## config.mk

```make
export PLATFORM = sky130hd
export DESIGN_NAME = record_word_buffer
export DESIGN_NICKNAME = d
export VERILOG_FILES = /design/src/rtl/rec_pkg.sv /design/src/rtl/sync_word_fifo.sv /design/src/rtl/record_word_buffer.sv
export SDC_FILE = /design/constraint.sdc
export NUM_CORES = 1
export LEC_CHECK = 0
export BUFFER_PORTS_ARGS = -buffer_cell sky130_fd_sc_hd__buf_4
export CAP_MARGIN = 20
export CORE_UTILIZATION = 41
export CTS_CLUSTER_DIAMETER = 50
export CTS_CLUSTER_SIZE = 30
export DETAILED_ROUTE_END_ITERATION = 10
export GPL_ROUTABILITY_DRIVEN = 0
export PLACE_DENSITY_LB_ADDON = 0.3
export SLEW_MARGIN = 20
export SYNTH_ARGS = -nofsm -noshare
export SYNTH_HDL_FRONTEND = slang
export SYNTH_SLANG_ARGS = --single-unit
```

## constraint.sdc

```tcl
create_clock -name clk -period 2.6 [get_ports clk]
set_clock_uncertainty 0.15 [all_clocks]
set_input_delay 0.39 -clock clk [delete_from_list [all_inputs] [get_ports clk]]
set_output_delay 0.39 -clock clk [all_outputs]
set_load 0.01 [all_outputs]
```

## src/rtl/rec_pkg.sv

```systemverilog
// rtl/rec_pkg.sv - record word type shared by the record unit, this buffer and the DMA
package rec_pkg;

    localparam int REC_WORD_W = 32;

    typedef logic [REC_WORD_W-1:0] rec_word_t;

endpackage

```

## src/rtl/sync_word_fifo.sv

```systemverilog
// rtl/sync_word_fifo.sv - word FIFO with wrap-flag pointers and a registered fall-through head
module sync_word_fifo
    import rec_pkg::*;
#(
    parameter int DEPTH = 16
) (
    input  logic                  clk,
    input  logic                  resetN,
    input  logic                  flush,
    input  logic                  push,
    input  logic [REC_WORD_W-1:0] push_data,
    input  logic                  pop,
    output logic [REC_WORD_W-1:0] head_data,
    output logic                  head_valid,
    output logic                  full,
    output logic [$clog2(DEPTH):0] level
);

    localparam int AW = $clog2(DEPTH);

    rec_word_t       mem_q [DEPTH];
    rec_word_t       mem_d [DEPTH];
    logic [AW:0]     wr_ptr_q, wr_ptr_d;
    logic [AW:0]     rd_ptr_q, rd_ptr_d;
    rec_word_t       head_data_q, head_data_d;
    logic            head_valid_q, head_valid_d;

    always_comb begin
        mem_d        = mem_q;
        wr_ptr_d     = wr_ptr_q;
        rd_ptr_d     = rd_ptr_q;
        head_data_d  = head_data_q;
        head_valid_d = head_valid_q;

        if (flush) begin
            wr_ptr_d     = '0;
            rd_ptr_d     = '0;
            head_valid_d = 1'b0;
        end else begin
            if (push) begin
                mem_d[wr_ptr_q[AW-1:0]] = push_data;
                wr_ptr_d = wr_ptr_q + {{AW{1'b0}}, 1'b1};
            end
            if (pop) begin
                rd_ptr_d = rd_ptr_q + {{AW{1'b0}}, 1'b1};
            end
            // Head is judged against the old write pointer, so a fresh word shows one edge after its write.
            head_valid_d = (wr_ptr_q != rd_ptr_d);
            if (head_valid_d && (!head_valid_q || pop)) begin
                head_data_d = mem_q[rd_ptr_d[AW-1:0]];
            end
        end
    end

    always_ff @(posedge clk or negedge resetN) begin
        if (!resetN) begin
            for (int i = 0; i < DEPTH; i++) begin
                mem_q[i] <= '0;
            end
            wr_ptr_q     <= '0;
            rd_ptr_q     <= '0;
            head_data_q  <= '0;
            head_valid_q <= 1'b0;
        end else begin
            mem_q        <= mem_d;
            wr_ptr_q     <= wr_ptr_d;
            rd_ptr_q     <= rd_ptr_d;
            head_data_q  <= head_data_d;
            head_valid_q <= head_valid_d;
        end
    end

    assign head_data  = head_data_q;
    assign head_valid = head_valid_q;
    assign full       = (wr_ptr_q[AW] != rd_ptr_q[AW]) && (wr_ptr_q[AW-1:0] == rd_ptr_q[AW-1:0]);
    assign level      = wr_ptr_q - rd_ptr_q;

endmodule

```

## src/rtl/record_word_buffer.sv

```systemverilog
// rtl/record_word_buffer.sv - captures record words on rec_valid fall and streams them in packets
module record_word_buffer
    import rec_pkg::*;
#(
    parameter int DEPTH     = 16,
    parameter int PKT_WORDS = 8,
    parameter int CNT_W     = 16
) (
    input  logic                    clk,
    input  logic                    resetN,
    input  logic                    enable,
    input  logic                    flush,
    input  logic [REC_WORD_W-1:0]   rec_word,
    input  logic                    rec_valid,
    output logic [REC_WORD_W-1:0]   m_data,
    output logic                    m_valid,
    input  logic                    m_ready,
    output logic                    m_last,
    output logic [$clog2(DEPTH):0]  level,
    output logic                    overflow,
    output logic [CNT_W-1:0]        drop_cnt
);

    localparam int                BEAT_W    = (PKT_WORDS > 1) ? $clog2(PKT_WORDS) : 1;
    localparam logic [BEAT_W-1:0] BEAT_LAST = BEAT_W'(PKT_WORDS - 1);

    logic              valid_q, valid_d;
    logic [BEAT_W-1:0] beat_q, beat_d;
    logic              overflow_q, overflow_d;
    logic [CNT_W-1:0]  drop_cnt_q, drop_cnt_d;

    logic fall, push_req, pop, push_ok, drop, fifo_full;

    sync_word_fifo #(
        .DEPTH (DEPTH)
    ) u_fifo (
        .clk        (clk),
        .resetN     (resetN),
        .flush      (flush),
        .push       (push_ok),
        .push_data  (rec_word),
        .pop        (pop),
        .head_data  (m_data),
        .head_valid (m_valid),
        .full       (fifo_full),
        .level      (level)
    );

    always_comb begin
        valid_d    = rec_valid;
        fall       = valid_q & ~rec_valid;
        push_req   = fall & enable;
        pop        = m_valid & m_ready;
        // A full FIFO still takes the word when the head leaves on the same edge.
        push_ok    = push_req & (~fifo_full | pop) & ~flush;
        drop       = push_req & fifo_full & ~pop & ~flush;

        beat_d     = beat_q;
        overflow_d = overflow_q | drop;
        drop_cnt_d = drop_cnt_q;

        if (pop) begin
            beat_d = (beat_q == BEAT_LAST) ? '0 : beat_q + BEAT_W'(1);
        end
        if (drop && (drop_cnt_q != {CNT_W{1'b1}})) begin
            drop_cnt_d = drop_cnt_q + CNT_W'(1);
        end
        if (flush) begin
            beat_d     = '0;
            overflow_d = 1'b0;
            drop_cnt_d = '0;
        end
    end

    always_ff @(posedge clk or negedge resetN) begin
        if (!resetN) begin
            valid_q    <= 1'b0;
            beat_q     <= '0;
            overflow_q <= 1'b0;
            drop_cnt_q <= '0;
        end else begin
            valid_q    <= valid_d;
            beat_q     <= beat_d;
            overflow_q <= overflow_d;
            drop_cnt_q <= drop_cnt_d;
        end
    end

    assign m_last   = m_valid & (beat_q == BEAT_LAST);
    assign overflow = overflow_q;
    assign drop_cnt = drop_cnt_q;

endmodule

```

Word level (Yosys, flattened, before mapping)
Cells that the tools add are included.
{"block": "word_totals", "inputBits": 38, "elab_cells": 83, "out_inout_bits": 56, "reg_bits": 576}
{"block": "classes", "reduce_logical": 11, "addsub": 5, "n_bitwise": 17, "n_lt_le_gt_ge": 3, "mux": 18, "n_eq_ne": 5}
{"op": "$bwmux W512", "n": 1}
{"op": "$bmux W32 S4", "n": 1}
{"op": "$demux W32 S4", "n": 1}
{"op": "$mux W32", "n": 3}
{"op": "$mux W16", "n": 2}
{"op": "$mux W5", "n": 5}
{"op": "$add A16 B1 Y16 const B", "n": 1}
{"op": "$ne A16 B16 Y1 const B", "n": 1}
{"op": "$add A5 B1 Y5 const B", "n": 2}
{"op": "$ge A5 B5 Y1 const B", "n": 2}
{"op": "$not A4 Y5", "n": 2}
{"op": "$and A1 B1 Y1", "n": 9}
{"op": "$mux W3", "n": 3}
{"op": "$reduce_bool A2 Y1", "n": 3}
{"op": "$lt A5 B1 Y1 const B", "n": 1}
{"op": "$ne A5 B5 Y1", "n": 1}
{"op": "$sub A5 B5 Y5", "n": 1}
{"op": "$eq A4 B4 Y1", "n": 1}
{"op": "$logic_and A1 B1 Y1", "n": 4}
{"op": "$not A1 Y1", "n": 4}
{"op": "$reduce_and A2 Y1", "n": 2}
{"op": "$add A3 B1 Y3 const B", "n": 1}
{"op": "$eq A3 B3 Y1 const B", "n": 1}
{"op": "$mux W1", "n": 2}
{"op": "4 further kinds", "n": 5}

Depth between registers and ports, before layout
Gate-level depths: netlist of the first run.
{"block": "depth", "word_depth": 9, "mapped_depth": 9, "depth_no_buf": 8}

Hierarchy
Synthesis of the first run repeated with hierarchy kept, for this count alone.
{"block": "unflattened", "cells_unflattened": 2488, "area_unflattened_um2": 31321.3}
{"module": "sync_word_fifo", "n_inst": 1, "area_per_inst_um2": 30156.4, "seq_area_each_um2": 13888.3, "cells_per_inst": 2365}
{"module": "record_word_buffer", "n_inst": 1, "area_per_inst_um2": 1164.9, "seq_area_each_um2": 525.5, "cells_per_inst": 123}

Least setup slack after synthesis of the first run
No wires, ideal clock.
{"block": "synth_timing", "kind": "reg-to-reg", "start": "reg u_fifo.wr_ptr_q[0]", "end": "reg u_fifo.mem_q[0] (netlist bit)", "setup_slack_ns": -0.122, "required_time_ns": 2.325, "path_stages_with_launch": 10, "arrival_ns": 2.447, "setup_ns": 0.125, "synth_period_minus_slack_ns": 2.722, "path_buffers": 1, "cell_sequence": "dfrtp_1 -> inv_1 -> ha_1 -> and4_1 -> a31oi_1 -> nor2b_1 -> and2_1 -> nand3_1 -> buf_2 -> mux2_2"}
{"block": "synth_between", "elab_chain_cells": 7, "elab_cells_between_ends": 14, "cone_classes": "2 x order compare; 1 x eq/ne; 3 x mux; 5 x bitwise; 3 x reduce/logical"}
{"item": "from (decl)", "line": "sync_word_fifo.sv:23", "rtl": "logic [AW:0] wr_ptr_q, wr_ptr_d;"}
{"item": "from (signal assigned)", "line": "sync_word_fifo.sv:66", "rtl": "wr_ptr_q <= wr_ptr_d;"}
{"item": "branches (longest 7 deep; another with $ge A5 B5 Y1)"}
{"item": "to (signal assigned)", "line": "sync_word_fifo.sv:65", "rtl": "mem_q <= mem_d;"}
{"item": "to (decl)", "line": "sync_word_fifo.sv:21", "rtl": "rec_word_t mem_q [DEPTH];"}
Several ways; the timed one is not identified.
A chain may end at the register's enable or synchronous reset.

Worst setup path after layout of the first run
{"block": "layout_timing", "start": "reg u_fifo.rd_ptr_q[0]", "end": "reg u_fifo.head_data_q[21], in the netlist u_fifo.head_data[21]"}
{"block": "layout_between", "elab_chain_cells": 7, "elab_cells_between_ends": 10, "cone_classes": "1 x add/sub; 1 x eq/ne; 5 x mux; 1 x bitwise; 2 x reduce/logical"}
{"item": "from (decl)", "line": "sync_word_fifo.sv:24", "rtl": "logic [AW:0] rd_ptr_q, rd_ptr_d;"}
{"item": "from (signal assigned)", "line": "sync_word_fifo.sv:67", "rtl": "rd_ptr_q <= rd_ptr_d;"}
{"item": "$add A5 B1 Y5", "line": "sync_word_fifo.sv:45", "rtl": "rd_ptr_d = rd_ptr_q + {{AW{1'b0}}, 1'b1};"}
{"item": "$mux W5 *", "line": "sync_word_fifo.sv:44", "rtl": "if (pop) begin"}
{"item": "$mux W5 *", "line": "sync_word_fifo.sv:35", "rtl": "if (flush) begin"}
{"item": "$not A4 Y5 (not written as such)", "line": "sync_word_fifo.sv:50", "rtl": "head_data_d = mem_q[rd_ptr_d[AW-1:0]];"}
{"item": "$bmux W32 S4", "line": "sync_word_fifo.sv:50"}
{"item": "$mux W32 (not written as such) (2 in series)", "line": "sync_word_fifo.sv:50"}
{"item": "to (signal assigned)", "line": "sync_word_fifo.sv:68", "rtl": "head_data_q <= head_data_d;"}
{"item": "to (decl)", "line": "sync_word_fifo.sv:25", "rtl": "rec_word_t head_data_q, head_data_d;"}
Mark *: on every way between the ends. The rest lies on a longest branch, timed or not. The select of a mux whose other input is x is not followed.

==> results_tabular.tex, run 1 <==
\begin{tabular}{lr}
\hline
Metric & Value \\
\hline
\multicolumn{2}{l}{\textbf{Timing}} \\
Post-route minimum period & around 2.8 ns \\
Hold Violations, Final & 0 \\
Tcrit/Tclk final & 1.08 \\
Setup-violating endpoint count in the final report & a little over 70 \\
Final count of pins violating max slew & 0 \\
Setup Total Neg Slack & -6.09 ns \\
Slew at the pin with the worst max-slew slack & around 0.64 ns \\
Peak Freq & $\sim$360 MHz \\
Max transition margin & 0.573 \\
Unrepaired setup endpoints after global routing & yes \\
Final worst-path setup slack & -0.214 ns \\
\multicolumn{2}{l}{\textbf{Placed design}} \\
Pre-CTS setup slack & -0.328 ns \\
Area post-placement & between 0.02 and 0.03 sq mm \\
Post-detail-place hpwl & roughly 42 mm \\
Count of input and output buffers & a little over 90 \\
\multicolumn{2}{l}{\textbf{Power}} \\
Total power divided by cell area & approximately 650 mW/mm\^{}2 \\
Leakage power total & between 15 and 20 nW \\
Highest ir drop seen on vdd & between 0.4 and 0.5 mV \\
\multicolumn{2}{l}{\textbf{Drt}} \\
Vias per Instance & around 5.8 \\
Overall via count from detail\_route & $\sim$18000 \\
Total detailed-routing wirelength & around 79 mm \\
Length of the first detailed-routing pass in iterations & 5 \\
Antenna-violating nets left & 0 \\
Count of unresolved DRC violations after routing & 0 \\
Wire length per cell & 24.8 um \\
Iter 0 DRT Violations & approximately 1200 \\
\multicolumn{2}{l}{\textbf{Setup path}} \\
Critical path buffers and inverters & 6 \\
Launching element type of the critical path & flop \\
Critical path arrival & 3.18 ns \\
Data required, critical path & about 3.0 ns \\
Number of cells on the worst reg-to-reg path & 11 \\
Cell family with most CP delay & buffers and inverters \\
Maximum single-stage delay on the critical path & around 0.54 ns \\
Capturing point of the worst reg2reg path & u\_fifo.head\_data[21] \\
Critical-path cell list & buf\_6 > buf\_6 > xnor2\_4 > buf\_12 > buf\_16 > buf\_12 > buf\_16 > mux2i\_4 > a221oi\_2 > or4\_4 > mux2\_4 \\
Worst R2R Start & u\_fifo.rd\_ptr\_q[0] \\
Slowest cell on the critical path & sky130\_fd\_sc\_hd\_\_or4\_4 \\
Worst-case register-to-register setup slack & -0.21 ns \\
Maximum fanout encountered on the critical timing path & 7 \\
Crit. Startpoint & u\_fifo.rd\_ptr\_q[0] \\
Crit Path Class & reg -> reg \\
Critical Path End Type & flop \\
\multicolumn{2}{l}{\textbf{Clock tree}} \\
Clock Latency Late Sink & about 0.64 ns \\
Clock Tree Buf Depth & 3 \\
Clk pin slew, worst setup/hold paths & approximately 0.060 ns \\
TritonCTS Sinks & $\sim$580 \\
CTS tree & yes \\
CTS Root Cell & sky130\_fd\_sc\_hd\_\_clkbuf\_16 \\
Number of H-tree branching levels & 2 \\
Total CTS buffers & slightly below 60 \\
\multicolumn{2}{l}{\textbf{Synthesis}} \\
Cell taking the most area after synthesis & sky130\_fd\_sc\_hd\_\_dfrtp\_1 \\
List of most frequent post-synthesis cells & sky130\_fd\_sc\_hd\_\_dfrtp\_1, sky130\_fd\_sc\_hd\_\_mux2\_2, sky130\_fd\_sc\_hd\_\_nand2\_1 \\
Synthesized cell area & 0.0263 sq mm \\
Register area share after synthesis & 0.549 \\
Largest cells by area after synthesis & sky130\_fd\_sc\_hd\_\_dfrtp\_1, sky130\_fd\_sc\_hd\_\_mux2\_2, sky130\_fd\_sc\_hd\_\_mux2i\_1 \\
Portion of synthesized cell area occupied by the leading cell type & 0.549 \\
Number of synthesized flops with an enable pin & 0 \\
Avg Cell Area, Syn & approximately 13 sq um \\
Commonest register cell after synthesis & sky130\_fd\_sc\_hd\_\_dfrtp\_1 \\
Most common cell in the synthesized netlist & sky130\_fd\_sc\_hd\_\_dfrtp\_1 \\
Synthesized Nets & between 2000 and 2500 \\
Flip-flop and latch count after synthesis & approximately 580 \\
Number of instances in the synthesized netlist & 2020 \\
Number of warnings printed during yosys synthesis & 0 \\
Fraction of synthesis flops using an asynchronous set or reset pin & 1.00 \\
Cell variety after synth & roughly 40 \\
\multicolumn{2}{l}{\textbf{Die}} \\
Starting density of the core & 0.416 \\
Die width & 255 um \\
Number of rows created at floorplan & 92 \\
Area of the core region & 0.0632 sq mm \\
Die area & around 0.065 sq mm \\
Chip height & $\sim$260 um \\
Num ports & 94 \\
\multicolumn{2}{l}{\textbf{Layout}} \\
Fraction of final layout cells with drive strength greater than 1 & 0.499 \\
Final design area excluding fillers & approximately 0.035 sq mm \\
Layout Nets & 2342 \\
Area growth from synthesis to layout & 32.1\% \\
\multicolumn{2}{l}{\textbf{GRT}} \\
Via count of the first global-routing pass & $\sim$19000 \\
GR Overflow Total & 0 \\
Global-route wire length before repair & between 100 and 150 mm \\
Antenna violations before repair & 3 \\
Global router's overall resource usage & 0.238 \\
Maximum number of pins on one net before global-route repair & 78 \\
\multicolumn{2}{l}{\textbf{Worst hold path}} \\
Worst hold path stage count & 5 \\
Source of the worst hold timing path & m\_ready \\
Classification of the worst-slack hold path & in -> reg \\
Worst Hold Endpoint & beat\_q[2] \\
\multicolumn{2}{l}{\textbf{Run}} \\
Max-capacitance violation count & 0 \\
\multicolumn{2}{l}{\textbf{Run status}} \\
Outcome & complete, but fails checks \\
Violated checks & setup timing \\
\hline
\end{tabular}
## placed cells by master, fill, tap and decap left out, drive strengths merged, types with 2 or more instances in the layout
master,count
a31oi,4
or3,2
a221oi,128
diode,2
nand4,12
xnor2,10
nor2b,4
and4,2
a21oi,136
and2,6
nand2,153
o21ai,4
nor2,28
mux2,544
inv,26
mux2i,130
clkinv,15
a41oi,2
o31ai,2
clkinvlp,4
ha,12
nor3,5
or4,32
buf,333
xor2,20
clkbuf,79
dfrtp,576
bufinv,9
bufbuf,5
dlygate4sd3,35
a21o,3
nand3,11
## stage by stage
step | hold WS [ns] | instances | utilization | power, W
final | 0.153 | 3189 | 0.549 | 0.0226
after global routing | 0.156 | 3189 | 0.549 | 0.0234
after CTS | 0.118 | 3158 | 0.530 | 0.0225
after detailed placement | 0.258 | 2943 | 0.463 | 0.0124
after global placement | 0.246 | 2943 | 0.463 | 0.0124
after floorplan | -0.0556 | 2020 | - | 0.0111
## worst max path at each step
| stage | cells after the start | slack, ns | to |
|---|---|---|---|
| final | 11 | -0.21 | u_fifo.head_data[21] |
| after global routing | 8 | -0.32 | level[4] |
| after CTS | 8 | -0.20 | level[4] |
| after detailed placement | 9 | -0.33 | u_fifo.head_data[7] |
| after global placement | 9 | -0.33 | u_fifo.head_data[21] |
| after floorplan | 7 | -0.02 | u_fifo.head_data[10] |
## area by class of cell
type | count | area (sq um)
fillers | 4996 | 28500
flip-flops and latches | 576 | 14400
multi-input cells | 1259 | 12100
diodes | 2 | 5.00
clock inverters | 43 | 617
well taps | 846 | 1060
clock buffers | 68 | 1600
inverters | 11 | 43.8
repair buffers | 384 | 4900
## cell families after synthesis
group           count (synthesis)  synth area share
mux                           674             0.283
flops                         576             0.549
fa+ha+maj                      13           0.00648
compound gates                281            0.0730
buf+inv                       185            0.0320
xor+xnor                       31            0.0111
simple gates                  260            0.0459
## routing by layer
metal	vias up	global-route usage	routed length, um
met4	2	0.0878	2720
met5	-	0	13
met2	545	0.397	38700
li1	8014	-	-
met3	159	0.0453	4830
met1	9770	0.309	33000
## flip-flops by register name, summed over array words and instances, names as in the netlist, 3 cells and up
| register | count |
|---|---|
| u_fifo.rd_ptr_q | 5 |
| drop_cnt | 16 |
| beat_q | 3 |
| u_fifo.mem_q | 512 |
| u_fifo.head_data | 32 |
| u_fifo.wr_ptr_q | 5 |
## power by group
part           leakage [nW]  switching [W]  internal, W
Sequential             7.91       0.000313      0.00943
Clock                  1.08        0.00404      0.00548
Combinational          8.04        0.00152      0.00186
Total                  17.0        0.00588       0.0168
## repair_timing
| action | CTS | global route |
|---|---|---|
| gates cloned | 27 | 13 |
| setup buffers | 42 | 21 |
| endpoints found under the hold margin | 567 | 0 |
| pin swaps | 36 | 64 |
| setup endpoints to repair | 560 | 221 |
| hold buffers | 35 | 0 |
| resized for setup | 124 | 172 |
## worst register-to-register path: stages (launching register included)
cell and delay, ns:
sky130_fd_sc_hd__dfrtp_1 0.39, sky130_fd_sc_hd__buf_6 0.13, sky130_fd_sc_hd__buf_6 0.13, sky130_fd_sc_hd__xnor2_4 0.15
sky130_fd_sc_hd__buf_12 0.20, sky130_fd_sc_hd__buf_16 0.16, sky130_fd_sc_hd__buf_12 0.12, sky130_fd_sc_hd__buf_16 0.15
sky130_fd_sc_hd__mux2i_4 0.24, sky130_fd_sc_hd__a221oi_2 0.08, sky130_fd_sc_hd__or4_4 0.54, sky130_fd_sc_hd__mux2_4 0.28
No activity file was read; power rests on OpenSTA's default activity.
==> inputs of run 2 (changes only) <==
- CORE_UTILIZATION: 41 -> 35
- clock period: 2.6 -> 3.5 ns (I/O delays scaled with it)
==> results_tabular.tex, run 2 (synthesis gave the netlist of run 1 again) <==
\begin{tabular}{lr}
\hline
Metric & Value \\
\hline
\multicolumn{2}{l}{\textbf{Run status}} \\
Outcome & finished, final reports clean \\
\multicolumn{2}{l}{\textbf{Die}} \\
Starting density of the core & 0.353 \\
Die area & 0.0762 sq mm \\
Chip height & around 280 um \\
Num ports & 94 \\
Area of the core region & approximately 0.074 sq mm \\
Die width & about 280 um \\
Number of rows created at floorplan & 100 \\
\multicolumn{2}{l}{\textbf{Drt}} \\
Count of unresolved DRC violations after routing & 0 \\
Vias per Instance & 5.44 \\
Iter 0 DRT Violations & approximately 1100 \\
Wire length per cell & 22.2 um \\
Length of the first detailed-routing pass in iterations & 7 \\
Total detailed-routing wirelength & 68.9 mm \\
Antenna-violating nets left & 0 \\
Overall via count from detail\_route & between 15000 and 20000 \\
\multicolumn{2}{l}{\textbf{Layout}} \\
Post-route core utilization & 0.417 \\
Number of diodes added for antenna fixing & 0 \\
Commonest non-fill, non-tap cell in the layout & sky130\_fd\_sc\_hd\_\_dfrtp\_1 \\
Layout Nets & 2137 \\
Final design area excluding fillers & about 0.031 sq mm \\
Register bank with the most flops & u\_fifo.mem\_q \\
Area growth from synthesis to layout & 17.9\% \\
Commonest non-fill, non-tap cells in the layout & sky130\_fd\_sc\_hd\_\_dfrtp\_1, sky130\_fd\_sc\_hd\_\_mux2\_2, sky130\_fd\_sc\_hd\_\_nand2\_1, sky130\_fd\_sc\_hd\_\_a21oi\_1, sky130\_fd\_sc\_hd\_\_mux2i\_1 \\
Flip-flop count of the largest register after layout & between 500 and 600 \\
Fraction of final layout cells with drive strength greater than 1 & 0.402 \\
\multicolumn{2}{l}{\textbf{Clock tree}} \\
CTS-repair resized insts & 0 \\
Clk pin slew, worst setup/hold paths & $\sim$0.060 ns \\
Number of H-tree branching levels & 3 \\
CTS Root Cell & sky130\_fd\_sc\_hd\_\_clkbuf\_16 \\
TritonCTS Sinks & 576 \\
Clock Tree Buf Depth & 3 \\
Clock Latency Late Sink & a little under 0.6 ns \\
CTS tree & yes \\
Hold-fix buffer count after cts & 2 \\
Total CTS buffers & 70 \\
Number of setup buffers added after CTS & 0 \\
\multicolumn{2}{l}{\textbf{Timing}} \\
Post-route minimum period & 3.20 ns \\
Final count of pins violating max slew & 0 \\
Max transition margin & 0.447 \\
Slew at the pin with the worst max-slew slack & roughly 0.83 ns \\
Setup Total Neg Slack & 0 ns \\
Setup-violating endpoint count in the final report & 0 \\
Hold Violations, Final & 0 \\
Final worst-path setup slack & $\sim$0.30 ns \\
Peak Freq & 312 MHz \\
Unrepaired setup endpoints after global routing & no \\
Tcrit/Tclk final & 0.915 \\
\multicolumn{2}{l}{\textbf{Placed design}} \\
Post-detail-place hpwl & 38.0 mm \\
Count of input and output buffers & a little over 90 \\
Pre-CTS setup slack & 0.306 ns \\
Area post-placement & around 0.029 sq mm \\
\multicolumn{2}{l}{\textbf{Run}} \\
Max-capacitance violation count & 0 \\
\multicolumn{2}{l}{\textbf{Power}} \\
Overall power & 0.0166 W \\
Highest ir drop seen on vdd & roughly 0.34 mV \\
Leakage power total & approximately 16 nW \\
Psw & between 0.004 and 0.005 W \\
Total power divided by cell area & 535 mW/mm\^{}2 \\
Reg power frac & 0.438 \\
Cell-internal power & approximately 0.012 W \\
Combinational cell fraction of total power & 0.107 \\
Switching share of total power & 0.262 \\
Clk network pwr share & 0.455 \\
\multicolumn{2}{l}{\textbf{GRT}} \\
Antenna violations before repair & 2 \\
Maximum number of pins on one net before global-route repair & 91 \\
Via count of the first global-routing pass & 18000 \\
Global-route wire length before repair & 108 mm \\
GR Overflow Total & 0 \\
Global router's overall resource usage & 0.185 \\
\multicolumn{2}{l}{\textbf{Setup path}} \\
Critical path buffers and inverters & 1 \\
Crit Path Class & reg -> reg \\
Launching element type of the critical path & flop \\
Slowest cell on the critical path & sky130\_fd\_sc\_hd\_\_or4\_1 \\
Data required, critical path & about 3.8 ns \\
Critical-path cell list & ha\_1 > nand3\_1 > xnor2\_1 > a21o\_2 > buf\_12 > a221oi\_1 > or4\_1 > mux2\_2 \\
Maximum fanout encountered on the critical timing path & 32 \\
Critical Path End Type & flop \\
Cell family with most CP delay & simple AND/OR/NAND/NOR gates \\
Worst-case register-to-register setup slack & between 0.2 and 0.3 ns \\
Critical path arrival & about 3.5 ns \\
Maximum single-stage delay on the critical path & between 0.6 and 0.7 ns \\
\multicolumn{2}{l}{\textbf{Worst hold path}} \\
Classification of the worst-slack hold path & in -> reg \\
\hline
\end{tabular}
-- run 2: cell type report --
type	count	area (sq um)
flip-flops and latches	576	14400
multi-input cells	1259	11100
inverters	11	41.3
repair buffers	168	1750
fillers	6857	43300
well taps	969	1210
clock buffers	76	1850
clock inverters	52	584
-- run 2: power groups by stage --
stage | registers [W] | clock network [W] | logic, W
global placement | 0.00737 | 0 | 0.00179
detailed placement | 0.00738 | 0 | 0.00182
global route | 0.00729 | 0.00801 | 0.00196
CTS | 0.00726 | 0.00772 | 0.00182
floorplan | 0.00736 | 0 | 0.000897
finish | 0.00725 | 0.00755 | 0.00178
-- run 2: stage by stage --
stage                     instances  hold WS [ns]
after floorplan                2020        0.0794
final                          3111         0.142
after CTS                      3111         0.110
after global routing           3111         0.136
after global placement         2981         0.336
after detailed placement       2981         0.341
-- run 2: path summary, 6_finish.rpt --
kind | depth (start not counted) | start | endpoint
max reg2reg | 8 | u_fifo.rd_ptr_q[1] | u_fifo.head_data[4]
min in group asynchronous | 2 | resetN | drop_cnt[2]
max | 8 | u_fifo.rd_ptr_q[1] | u_fifo.head_data[4]
min | 2 | rec_word[17] | u_fifo.mem_q[145]
min reg2reg | 1 | u_fifo.mem_q[473] | u_fifo.mem_q[473]
max in group asynchronous | 3 | resetN | u_fifo.head_data[16]
-- run 2: layer usage --
layer  up-vias  GRT usage  routed length [um]
met5         -          0                  23
met4         4     0.0597                1600
met3       110     0.0342                3030
met2       342      0.308               33600
met1      8911      0.244               30700
li1       7570          -                   -
